<file path="config.mk">
export PLATFORM = sky130hd
export DESIGN_NAME = shift_periph
export DESIGN_NICKNAME = d
export VERILOG_FILES = /design/src/rtl/shift_periph_pkg.sv /design/src/rtl/shift_periph_core.sv /design/src/rtl/shift_periph.sv
export SDC_FILE = /design/constraint.sdc
export NUM_CORES = 1
export LEC_CHECK = 0
export CAP_MARGIN = 20
export CORE_ASPECT_RATIO = 2
export CORE_UTILIZATION = 55
export DETAILED_ROUTE_END_ITERATION = 10
export PLACE_DENSITY = 0.78
export SLEW_MARGIN = 30
export SYNTH_ARGS = -nofsm -noshare
export SYNTH_HDL_FRONTEND = slang
export SYNTH_SLANG_ARGS = --single-unit
</file>
<file path="constraint.sdc">
create_clock -name clk -period 2.75 [get_ports clk]
set_input_delay 0.825 -clock clk [delete_from_list [all_inputs] [get_ports clk]]
set_output_delay 0.825 -clock clk [all_outputs]
set_load 0.05 [all_outputs]
</file>
<file path="src/rtl/shift_periph_pkg.sv">
// Shared definitions for the shift peripheral: bus widths, register map,
// control/status bit positions and the core state encoding.
package shift_periph_pkg;

    localparam int unsigned DATA_W = 16;
    localparam int unsigned AMT_W  = 4;
    // Counter must hold 16, one past the largest amount code.
    localparam int unsigned CNT_W  = AMT_W + 1;

    localparam logic [1:0] ADDR_CTRL    = 2'b00;
    localparam logic [1:0] ADDR_OPERAND = 2'b01;
    localparam logic [1:0] ADDR_RESULT  = 2'b10;
    localparam logic [1:0] ADDR_STATUS  = 2'b11;

    localparam int unsigned DIR_BIT  = 15;
    localparam int unsigned DONE_BIT = 0;
    localparam int unsigned BUSY_BIT = 1;

    // CTRL register layout; the middle bits are plain storage.
    typedef struct packed {
        logic                        dir;
        logic [DATA_W-AMT_W-2:0]     rsvd;
        logic [AMT_W-1:0]            amt;
    } ctrl_t;

    typedef enum logic {
        ST_IDLE = 1'b0,
        ST_BUSY = 1'b1
    } core_state_t;

    // Amount code 0..15 encodes a shift of 1..16 positions.
    function automatic logic [CNT_W-1:0] amt_to_count(input logic [AMT_W-1:0] amt);
        return CNT_W'(amt) + CNT_W'(1);
    endfunction

    function automatic logic [DATA_W-1:0] status_word(input logic busy, input logic done);
        logic [DATA_W-1:0] s;
        s           = '0;
        s[DONE_BIT] = done;
        s[BUSY_BIT] = busy;
        return s;
    endfunction

endpackage

</file>
<file path="src/rtl/shift_periph_core.sv">
// Serial shift engine: loads an operand on start, shifts one position per
// clock for 'count' clocks, then latches the result and raises done.
// Ports:
//   clk, reset        clock, synchronous active-high reset
//   start             load operand and (re)start, overrides any running op
//   operand, dir      value to shift and direction (1 right, 0 left)
//   count             number of positions, 1..16
//   result            last completed shift result
//   busy, done        operation in progress / last operation completed
module shift_periph_core
    import shift_periph_pkg::*;
(
    input  logic              clk,
    input  logic              reset,
    input  logic              start,
    input  logic [DATA_W-1:0] operand,
    input  logic              dir,
    input  logic [CNT_W-1:0]  count,
    output logic [DATA_W-1:0] result,
    output logic              busy,
    output logic              done
);

    core_state_t       r_state, w_state_nxt;
    logic [DATA_W-1:0] r_work,   w_work_nxt;
    logic [CNT_W-1:0]  r_cnt,    w_cnt_nxt;
    logic [DATA_W-1:0] r_result, w_result_nxt;
    logic              r_dir,    w_dir_nxt;
    logic              r_done,   w_done_nxt;
    logic [DATA_W-1:0] w_shifted;

    // Direction is captured at start so the op is independent of later CTRL state.
    assign w_shifted = r_dir ? (r_work >> 1) : (r_work << 1);

    // State and datapath registers.
    always_ff @(posedge clk) begin
        if (reset) begin
            r_state  <= ST_IDLE;
            r_work   <= '0;
            r_cnt    <= '0;
            r_result <= '0;
            r_dir    <= 1'b0;
            r_done   <= 1'b0;
        end else begin
            r_state  <= w_state_nxt;
            r_work   <= w_work_nxt;
            r_cnt    <= w_cnt_nxt;
            r_result <= w_result_nxt;
            r_dir    <= w_dir_nxt;
            r_done   <= w_done_nxt;
        end
    end

    // Next-state logic; start has priority over a completion in the same cycle.
    always_comb begin
        w_state_nxt  = r_state;
        w_work_nxt   = r_work;
        w_cnt_nxt    = r_cnt;
        w_result_nxt = r_result;
        w_dir_nxt    = r_dir;
        w_done_nxt   = r_done;

        if (start) begin
            w_state_nxt = ST_BUSY;
            w_work_nxt  = operand;
            w_cnt_nxt   = count;
            w_dir_nxt   = dir;
            w_done_nxt  = 1'b0;
        end else begin
            case (r_state)
                ST_BUSY: begin
                    w_work_nxt = w_shifted;
                    w_cnt_nxt  = r_cnt - CNT_W'(1);
                    if (r_cnt == CNT_W'(1)) begin
                        w_result_nxt = w_shifted;
                        w_done_nxt   = 1'b1;
                        w_state_nxt  = ST_IDLE;
                    end
                end
                default: ;
            endcase
        end
    end

    assign result = r_result;
    assign busy   = (r_state == ST_BUSY);
    assign done   = r_done;

endmodule

</file>
<file path="src/rtl/shift_periph.sv">
// Memory-mapped 16-bit logical shifter peripheral. Holds the CTRL and
// OPERAND registers, decodes the simple cs/we/reg_sel bus and drives the
// combinational read path; the shifting itself lives in shift_periph_core.
// Ports:
//   clk, reset   clock, synchronous active-high reset
//   reg_sel      00 CTRL, 01 OPERAND, 10 RESULT, 11 STATUS
//   data_in      write data
//   cs, we       chip select, write enable (1 write / 0 read)
//   data_out     read data, zero unless a read is selected
module shift_periph
    import shift_periph_pkg::*;
(
    input  logic              clk,
    input  logic              reset,
    input  logic [1:0]        reg_sel,
    input  logic [DATA_W-1:0] data_in,
    input  logic              cs,
    input  logic              we,
    output logic [DATA_W-1:0] data_out
);

    ctrl_t             r_ctrl;
    logic [DATA_W-1:0] r_operand;
    logic              w_wr;
    logic              w_rd;
    logic              w_start;
    logic              w_ctrl_wr;
    logic [DATA_W-1:0] w_result;
    logic              w_busy;
    logic              w_done;

    assign w_wr      = cs && we;
    assign w_rd      = cs && !we;
    assign w_start   = w_wr && (reg_sel == ADDR_OPERAND);
    // CTRL is frozen while an operation is running.
    assign w_ctrl_wr = w_wr && (reg_sel == ADDR_CTRL) && !w_busy;

    // Software-visible CTRL and OPERAND registers.
    always_ff @(posedge clk) begin
        if (reset) begin
            r_ctrl    <= '0;
            r_operand <= '0;
        end else begin
            if (w_ctrl_wr) begin
                r_ctrl <= ctrl_t'(data_in);
            end
            if (w_start) begin
                r_operand <= data_in;
            end
        end
    end

    shift_periph_core u_core (
        .clk     (clk),
        .reset   (reset),
        .start   (w_start),
        .operand (data_in),
        .dir     (r_ctrl.dir),
        .count   (amt_to_count(r_ctrl.amt)),
        .result  (w_result),
        .busy    (w_busy),
        .done    (w_done)
    );

    // Combinational read mux.
    always_comb begin
        data_out = '0;
        if (w_rd) begin
            case (reg_sel)
                ADDR_CTRL:    data_out = DATA_W'(r_ctrl);
                ADDR_OPERAND: data_out = r_operand;
                ADDR_RESULT:  data_out = w_result;
                ADDR_STATUS:  data_out = status_word(w_busy, w_done);
                default:      data_out = '0;
            endcase
        end
    end

endmodule

</file>
==> flow_metrics.env, run 1 <==
export IMPL_run_status="completed"
export IMPL_critPathLaunchType="input port"
export IMPL_ys_warnings_count=0
export IMPL_timing_critical_path_mode_cell="buf_4"
export IMPL_critical_path_class="in2out"
export IMPL_synth_compound_area_share_pct=18.29
export IMPL_crit_arrival_ns=1.87
export IMPL_r2r_start="u_core.busy$_SDFF_PP0_"
export IMPL_hold_depth=2
export IMPL_synth_top_area_share_pct=41.32
export IMPL_fin_cells=516
export IMPL_clkLatencyLatePin_ns=0.34
export IMPL_holdPathEnd="r_operand[11]$_SDFFE_PP0P_"
export IMPL_power_density_nw_per_um2=531.1
export IMPL_skew_ns=0.005223
export IMPL_synth_area_top_cells="dfxtp_1 (41%), mux2i_1 (8.3%), a21oi_1 (5.5%)"
export IMPL_synth_ff_type="dfxtp_1"
export IMPL_grt_pass1_wl_um=17220
export IMPL_cp_max_fo=3
export IMPL_htree_levels=3
export IMPL_min_period_ns=2.699
export IMPL_firstDrtPassIters=5
export IMPL_ff2ff_setup_slack_ns=0.84
export IMPL_hold_violations=0
export IMPL_place_inst=503
export IMPL_wirelength_um=10850
export IMPL_drt_wirelength_per_cell_um=21.03
export IMPL_layout_common_cells="dfxtp_1 (72), nand2_1 (40), a21oi_1 (38), mux2i_1 (27), buf_12 (19)"
export IMPL_placed_area_um2=4219
export IMPL_routed_via_density=6.517
export IMPL_grt_pass1_vias=3412
export IMPL_die_y_um=114.6
export IMPL_num_vias=3363
export IMPL_ant_nets=0
export IMPL_grt_start_max_net_pins=45
export IMPL_worst_pin_slew_ns=0.7520
export IMPL_max_freq_mhz=370.5
export IMPL_relSlewSlack_pct=49.80
export IMPL_synth_seq_cells=72
export IMPL_antenna_found_initial=0
export IMPL_async_flop_share_pct=0
export IMPL_rsz0062_at_grt="no"
export IMPL_row_count=40
export IMPL_clock_sinks=72
export IMPL_diodes=0
export IMPL_grt_total_usage_pct=35.05
export IMPL_drive_above_1_share_pct=24.31
export IMPL_cts_clk_slew_worst_paths_ns=0.05
export IMPL_maxCapViolCount=0
export IMPL_synthDistinctLibCells=41
export IMPL_setup_violations=0
export IMPL_hold_path_class="reg2reg"
export IMPL_cts_max_path_buffers=2
export IMPL_ios=38
export IMPL_synth_simple_area_share_pct=17.97
export IMPL_fillers=416
export IMPL_rr_worst_depth=4
export IMPL_top_layer="met4"
export IMPL_regArea_um2=1441
export IMPL_root_buffer="clkbuf_16"
export IMPL_r2r_end="u_core.result[0]$_SDFFE_PP0P_"
export IMPL_path_buf_inv=3
export IMPL_hold_path_startpoint="r_operand[11]$_SDFFE_PP0P_"
export IMPL_max_stage_delay_ns=0.28
export IMPL_met2_length_um=5642
export IMPL_port_buffer_count=37
export IMPL_cts_tree="done"
export IMPL_vdd_ir_drop_max_uv=410.9
export IMPL_crit_chain="dlygate4sd2_1, buf_4, mux4_2, nor2b_2, buf_4"
export IMPL_dp_hpwl_um=7294
export IMPL_gp_congestion=0.9151
export IMPL_nets=455
export IMPL_finalMaxSlewViolations=0
export IMPL_syn_inst=400
export IMPL_wl_met3_um=537
export IMPL_grt_ovfl_total=0
export IMPL_synth_mux_area_share_pct=14.13
export IMPL_area_growth_pct=33.00
export IMPL_leakagePower_nw=1.600
export IMPL_synth_top_family_by_area="compound AO/OA/AOI/OAI gates"
export IMPL_hold_ws_ns=0.4571
export IMPL_slowest_stage="dlygate4sd2_1"
export IMPL_synth_edf_count=0
export IMPL_min_period_over_period_pct=98.14
export IMPL_avgSynthCellArea_um2=8.721
export IMPL_wirelength_met1_um=3577
export IMPL_drt_iter0_drc=223
export IMPL_drc_errors=0
export IMPL_core_area_um2=6056
export IMPL_cp_depth=5
export IMPL_final_common_cell="dfxtp_1"
export IMPL_syn_cell_area_um2=3488
export IMPL_yosysTopAreaCell="dfxtp_1"
export IMPL_start_util_pct=57.60
export IMPL_postLayoutCellArea_um2=4639
export IMPL_ys_seq_area_share_pct=41.32
export IMPL_fp_dieW_um=58.32
export IMPL_cts_buffers=9
export IMPL_synth_xor_area_share_pct=1.506
export IMPL_cp_required_ns=1.93
export IMPL_setup_worst_path_end_class="output pin"
export IMPL_synth_nets=425
export IMPL_die_area_um2=6684
export IMPL_critPathTopFamily="buffers and inverters"
export IMPL_synthAdderAreaFrac_pct=1.076
export IMPL_multiInputGateArea_um2=2068
-- area by class of cell --
class / count / area share, %
sequential: 72 / 31.07
tap: 84 / 2.265
multi-input combinational: 285 / 44.58
inverter: 3 / 0.2427
timing repair buffer: 59 / 15.80
clock buffer: 13 / 6.041
-- through the flow --
stage	setup TNS [ns]	util (%)	setup WS, ns	total power [mW]
after global routing	0	76.61	0.009301	2.529
after detailed placement	-6.961	69.67	-0.4641	1.353
final	0	76.61	0.05102	2.464
after floorplan	-0.06114	-	-0.06114	1.250
after global placement	-6.512	69.67	-0.4326	1.347
after CTS	0	75.85	0.002664	2.459
-- how the worst max path moves through the flow --
stage,start,slack [ns],end
5_1_grt,reg_sel[1],0.009,data_out[1]
2_1_floorplan,we,-0.06,data_out[10]
3_3_place_gp,reg_sel[0],-0.43,data_out[14]
6_report,reg_sel[1],0.05,data_out[0]
4_1_cts,reg_sel[0],0.003,data_out[4]
3_5_place_dp,reg_sel[0],-0.46,data_out[14]
-- per-layer routing --
layer,vias to the layer above,global-route usage (%)
met3,68,8.249
met4,0,31.90
li1,1518,-
met2,162,57.62
met5,-,0
met1,1615,35.36
-- cells in the mapped netlist, types with 3 or more instances --
cell and instances:
a21oi_1 38, nand3_1 17, o21ai_0 18, nor2_1 18
dfxtp_1 72, buf_4 3, clkbuf_1 15, a31oi_1 14
mux2i_1 29, o22ai_1 16, buf_2 21, nor3_1 15
mux2_2 14, xor2_1 4, nor2b_1 5, a2bb2oi_1 14
ha_1 3, nand2_1 40, nor4_1 14, inv_1 3
-- cells by family after synthesis --
family	after synthesis
flip-flops	72
multiplexers	45
AO/OA/AOI/OAI	106
XOR/XNOR	6
buffers and inverters	43
AND/OR/NAND/NOR	125
adder cells (fa/ha/maj)	3
-- flip-flops by register name, indices dropped and copies added (netlist names) --
register,cells
u_core.busy,1
r_operand,16
u_core.result,16
u_core.r_work,16
r_ctrl,16
u_core.done,1
u_core.r_cnt,5
u_core.r_dir,1
-- power breakdown --
group	internal [mW]	switching, mW
clock	0.693	0.417
sequential	1.07	0.0199
combinational	0.116	0.152
total	1.87	0.589
-- tightest hold or removal path: stages, from the launching register on --
cell	delay [ns]
dfxtp_1	0.31
nand2_1	0.05
a21oi_1	0.05
-- what timing repair did --
item | in CTS | in global routing
setup buffers | 0 | 0
pin swaps | 0 | 2
setup endpoints to repair | 16 | 9
resized for setup | 24 | 10
hold buffers | 0 | 0
(Power assumes the default switching activity.)
==> run 2, diff against run 1 <==
- CORE_UTILIZATION: 55 -> 30
- PLACE_DENSITY: 0.78 -> not set
- SLEW_MARGIN: 30 -> 25
- clock period: 2.75 -> 3.5 ns (I/O delays scaled with it)
==> flow_metrics.env, run 2 (same netlist as run 1, synthesis figures left out) <==
export IMPL_cp_required_ns=2.45
export IMPL_cts_buffers=9
export IMPL_setup_worst_path_end_class="output pin"
export IMPL_crit_arrival_ns=2.32
export IMPL_min_period_ns=3.373
export IMPL_final_common_cell="dfxtp_1"
export IMPL_rsz0062_at_grt="no"
export IMPL_cts_tree="done"
export IMPL_clock_sinks=72
export IMPL_min_period_over_period_pct=96.38
export IMPL_critical_path_class="in2out"
export IMPL_slowest_stage="clkdlybuf4s50_1"
export IMPL_grt_pass1_vias=3109
export IMPL_relSlewSlack_pct=46.41
export IMPL_cts_clk_slew_worst_paths_ns=0.06
export IMPL_ant_nets=0
export IMPL_power_density_nw_per_um2=436.5
export IMPL_port_buffer_count=37
export IMPL_start_util_pct=30.91
export IMPL_core_area_um2=11290
export IMPL_hold_violations=0
export IMPL_critPathLaunchType="input port"
export IMPL_dp_hpwl_um=7465
export IMPL_routed_via_density=5.543
export IMPL_worst_pin_slew_ns=0.8028
export IMPL_gp_congestion=0.8415
export IMPL_die_y_um=154.5
export IMPL_clkLatencyLatePin_ns=0.34
export IMPL_layout_common_cells="dfxtp_1 (72), nand2_1 (40), a21oi_1 (38), mux2i_1 (29)"
export IMPL_ios=38
export IMPL_wirelength_um=10620
export IMPL_hold_ws_ns=0.4561
export IMPL_nets=450
export IMPL_crit_chain="clkdlybuf4s50_1, nand2b_1, buf_4, nor2_1, buf_12"
export IMPL_firstDrtPassIters=4
export IMPL_skew_ns=0.002237
export IMPL_postLayoutCellArea_um2=4437
export IMPL_finalMaxSlewViolations=0
export IMPL_path_buf_inv=3
export IMPL_placed_area_um2=4118
export IMPL_grt_start_max_net_pins=68
export IMPL_maxCapViolCount=0
export IMPL_htree_levels=3
export IMPL_cts_setup_buffers=0
export IMPL_cts_max_path_buffers=2
export IMPL_cp_max_fo=10
export IMPL_fp_dieW_um=78.25
export IMPL_drt_wirelength_per_cell_um=18.60
export IMPL_diodes=0
export IMPL_root_buffer="clkbuf_16"
export IMPL_hold_path_class="reg2reg"
export IMPL_grt_total_usage_pct=18.57
export IMPL_die_area_um2=12090
export IMPL_leakagePower_nw=1.545
export IMPL_final_core_utilization_pct=39.31
export IMPL_vdd_ir_drop_max_uv=263.3
export IMPL_setup_violations=0
export IMPL_area_growth_pct=27.19
export IMPL_critPathTopFamily="buffers and inverters"
export IMPL_max_stage_delay_ns=0.47
export IMPL_max_freq_mhz=296.4
export IMPL_drc_errors=0
export IMPL_antenna_found_initial=0
export IMPL_finalSetupTns_ns=0
export IMPL_run_status="completed"
export IMPL_grt_ovfl_total=0
export IMPL_num_vias=3165
export IMPL_grt_pass1_wl_um=16870
export IMPL_drt_iter0_drc=313
export IMPL_row_count=55
export IMPL_drive_above_1_share_pct=16.32
## run 2: cell count changes in the layout (fill, tap and decap cells not counted), sizes merged
cell           change
clkdlybuf4s50      +2
bufinv             +1
dlymetal6s2s       -1
clkbuf             -2
buf                -6
clkinv             +3
## run 2: worst reg2reg max path, delay by kind of cell (launching register included)
| family | cells | cell delay, ns |
|---|---|---|
| AO/OA/AOI/OAI | 2 | 0.68 |
| buffers and inverters | 1 | 0.37 |
| flip-flops | 1 | 0.35 |
| AND/OR/NAND/NOR | 1 | 0.48 |
## run 2: path summary, 6_finish.rpt
path / start / endpoint / slack, ns / cells past startpoint
worst max-delay path: we / data_out[9] / 0.13 / 5
worst min-delay path: r_operand[13]$_SDFFE_PP0P_ / r_operand[13]$_SDFFE_PP0P_ / 0.46 / 2
worst max register to register: u_core.busy$_SDFF_PP0_ / u_core.result[0]$_SDFFE_PP0P_ / 1.51 / 4
worst min register to register: r_operand[13]$_SDFFE_PP0P_ / r_operand[13]$_SDFFE_PP0P_ / 0.46 / 2
## run 2: cell type report
class / count / area (µm²)
fill: 1164 / 6849
multi-input combinational: 285 / 1873
sequential: 72 / 1441
timing repair buffer: 54 / 645.6
clock buffer: 11 / 242.7
tap: 142 / 177.7
clock inverter: 4 / 45.04
inverter: 3 / 11.26
## run 2: repair_timing
item	CTS	global route
setup endpoints to repair	14	11
gates resized for setup	6	4
hold buffers	0	0
pin swaps	1	1
cloned	1	0
## run 2: report_power, final
part	internal (mW)	switching, mW
Clock	0.563	0.336
Sequential	0.837	0.0165
Combinational	0.0776	0.106
## run 2: per-stage QoR
| stage | power [mW] | instances | setup WS, ns |
|---|---|---|---|
| 3_5_place_dp | 1.050 | 555 | -0.1169 |
| 4_1_cts | 1.945 | 571 | 0.01591 |
| 2_1_floorplan | 0.9768 | 400 | 0.03602 |
| 3_3_place_gp | 1.045 | 555 | -0.07917 |
| 6_report | 1.936 | 571 | 0.1266 |
| 5_1_grt | 1.994 | 571 | 0.06631 |
## run 2: per-layer routing
layer  vias to the layer above  share of wire [%]  global-route usage, %
li1                       1518                  -                      -
met1                      1543                 38                  19.97
met2                        76                 55                  33.50
met3                        28                2.7                  3.481
met4                         0                4.5                  9.965
met5                         -                  0                      0
==> run 3, diff against run 2 <==
--- a/config.mk
+++ b/config.mk
@@ -8,6 +8,7 @@
 export CAP_MARGIN = 20
 export CORE_ASPECT_RATIO = 2
-export CORE_UTILIZATION = 30
+export CORE_UTILIZATION = 60
 export DETAILED_ROUTE_END_ITERATION = 10
+export PLACE_DENSITY = 0.84
 export SLEW_MARGIN = 25
 export SYNTH_ARGS = -nofsm -noshare
==> constraint.sdc (replaced) <==
create_clock -name clk -period 3.5 [get_ports clk]
set_input_delay 1.05 -clock clk [delete_from_list [all_inputs] [get_ports clk]]
set_output_delay 1.05 -clock clk [all_outputs]
set_load 0.005 [all_outputs]
==> flow_metrics.env, run 3 (same netlist as run 1, synthesis figures left out) <==
export IMPL_drt_iter0_drc=263
export IMPL_total_power_mw=1.896
export IMPL_drc_errors=0
export IMPL_core_area_um2=5660
export IMPL_vdd_ir_drop_max_uv=483.3
export IMPL_nets=454
export IMPL_setup_violations=0
export IMPL_place_ws_ns=-0.3824
export IMPL_firstDrtPassIters=5
export IMPL_finalMaxSlewViolations=0
export IMPL_area_growth_pct=23.03
export IMPL_wirelength_um=10500
export IMPL_cts_clk_slew_worst_paths_ns=0.05
export IMPL_dp_hpwl_um=6725
export IMPL_critical_path_class="in2out"
export IMPL_hold_path_class="reg2reg"
export IMPL_gp_congestion=0.8799
export IMPL_min_period_over_period_pct=98.31
export IMPL_clkLatencyLatePin_ns=0.34
export IMPL_relSlewSlack_pct=50.89
export IMPL_critPathLaunchType="input port"
export IMPL_grt_ovfl_total=0
export IMPL_rsz0062_at_grt="no"
export IMPL_r2r_end="u_core.result[0]$_SDFFE_PP0P_"
export IMPL_min_period_ns=3.441
export IMPL_cp_max_fo=9
export IMPL_r2r_start="u_core.busy$_SDFF_PP0_"
export IMPL_finalSetupTns_ns=0
export IMPL_finalWorstSetupSlack_ns=0.05904
export IMPL_row_count=39
export IMPL_holdPathEnd="r_operand[8]$_SDFFE_PP0P_"
export IMPL_hold_violations=0
export IMPL_leakagePower_nw=1.668
export IMPL_hold_depth=2
export IMPL_grt_total_usage_pct=35.16
export IMPL_port_buffer_count=37
export IMPL_diodes=0
export IMPL_ios=38
export IMPL_die_y_um=109.8
export IMPL_root_buffer="clkbuf_16"
export IMPL_rr_worst_depth=4
export IMPL_cp_required_ns=2.45
export IMPL_cts_tree="done"
export IMPL_clock_sinks=72
export IMPL_run_status="completed"
export IMPL_ff2ff_setup_slack_ns=1.53
export IMPL_start_util_pct=61.63
export IMPL_hold_path_startpoint="r_operand[8]$_SDFFE_PP0P_"
export IMPL_power_density_nw_per_um2=441.8
export IMPL_grt_pass1_wl_um=16280
export IMPL_cts_max_path_buffers=2
export IMPL_drive_above_1_share_pct=13.66
export IMPL_max_freq_mhz=290.6
export IMPL_worst_pin_slew_ns=0.7357
export IMPL_postLayoutCellArea_um2=4292
export IMPL_antenna_found_initial=0
export IMPL_placed_area_um2=3902
export IMPL_drt_wirelength_per_cell_um=21.29
export IMPL_skew_ns=0.003958
export IMPL_grt_start_max_net_pins=68
export IMPL_final_common_cell="dfxtp_1"
export IMPL_htree_levels=3
export IMPL_cp_startpoint="reg_sel[0]"
export IMPL_maxCapViolCount=0
export IMPL_fp_dieW_um=55.92
export IMPL_crit_arrival_ns=2.39
export IMPL_ant_nets=0
export IMPL_routed_via_density=6.834
export IMPL_die_area_um2=6141
export IMPL_setup_worst_path_end_class="output pin"
export IMPL_grt_pass1_vias=3246
export IMPL_final_core_utilization_pct=75.82
export IMPL_num_vias=3369
export IMPL_cts_buffers=9
export IMPL_layout_common_cells="dfxtp_1 (72), nand2_1 (40), a21oi_1 (38), mux2i_1 (27), clkdlybuf4s50_1 (22)"
-- run 3: cell count changes in the layout (fill, tap and decap cells not counted), moves of 3 or more --
cell and delta:
buf_12 -13, dlymetal6s2s_1 +8, clkdlybuf4s50_1 +4, clkinv_2 -3
dlygate4sd2_1 +3
-- run 3: worst max path at each step --
stage / end / slack, ns / cells after the start
final: data_out[2] / 0.06 / 6
after global routing: data_out[9] / 0.01 / 6
after CTS: data_out[6] / 0.002 / 5
after detailed placement: data_out[13] / -0.38 / 6
after global placement: data_out[1] / -0.36 / 4
after floorplan: data_out[10] / 0.55 / 5
-- run 3: report_power, final --
part	internal (mW)	total [mW]	switching [mW]	leakage (nW)
clock network	0.530	0.853	0.323	0.135
registers	0.838	0.854	0.0159	0.582
logic	0.0849	0.189	0.104	0.951
total	1.45	1.90	0.443	1.67
-- run 3: what timing repair did --
action | in CTS | in global routing
buffers inserted | 1 | 1
hold buffers | 0 | 0
setup endpoints to repair | 16 | 11
cloned | 1 | 0
pin swaps | 0 | 0
resized for setup | 16 | 14
-- run 3: layout make-up --
cell class	count	area [µm²]
timing repair buffer	58	599.3
clock buffer	14	274.0
tap	61	76.32
fill	383	1369
multi-input combinational	285	1889
inverter	3	11.26
sequential	72	1441
-- run 3: worst max-delay path, cell delays in order --
cell and delay, ns:
clkbuf_4 0.18, bufbuf_16 0.29, mux2i_1 0.18, a2bb2oi_1 0.19, nor2_1 0.06, clkdlybuf4s50_1 0.44
-- run 3: stage by stage --
stage / cells / hold slack (ns)
floorplan: 400 / 0.4317
global placement: 476 / 0.4417
detailed placement: 476 / 0.4475
CTS: 492 / 0.4592
global route: 493 / 0.4817
finish: 493 / 0.4592
-- run 3: routing by layer --
| metal | track usage [%] | up-vias | routed length (µm) |
|---|---|---|---|
| met5 | 0 | - | 0 |
| met4 | 26.48 | 0 | 776 |
| met2 | 63.51 | 183 | 5489 |
| met1 | 36.46 | 1609 | 3631 |
| li1 | - | 1522 | - |
| met3 | 4.824 | 55 | 599 |
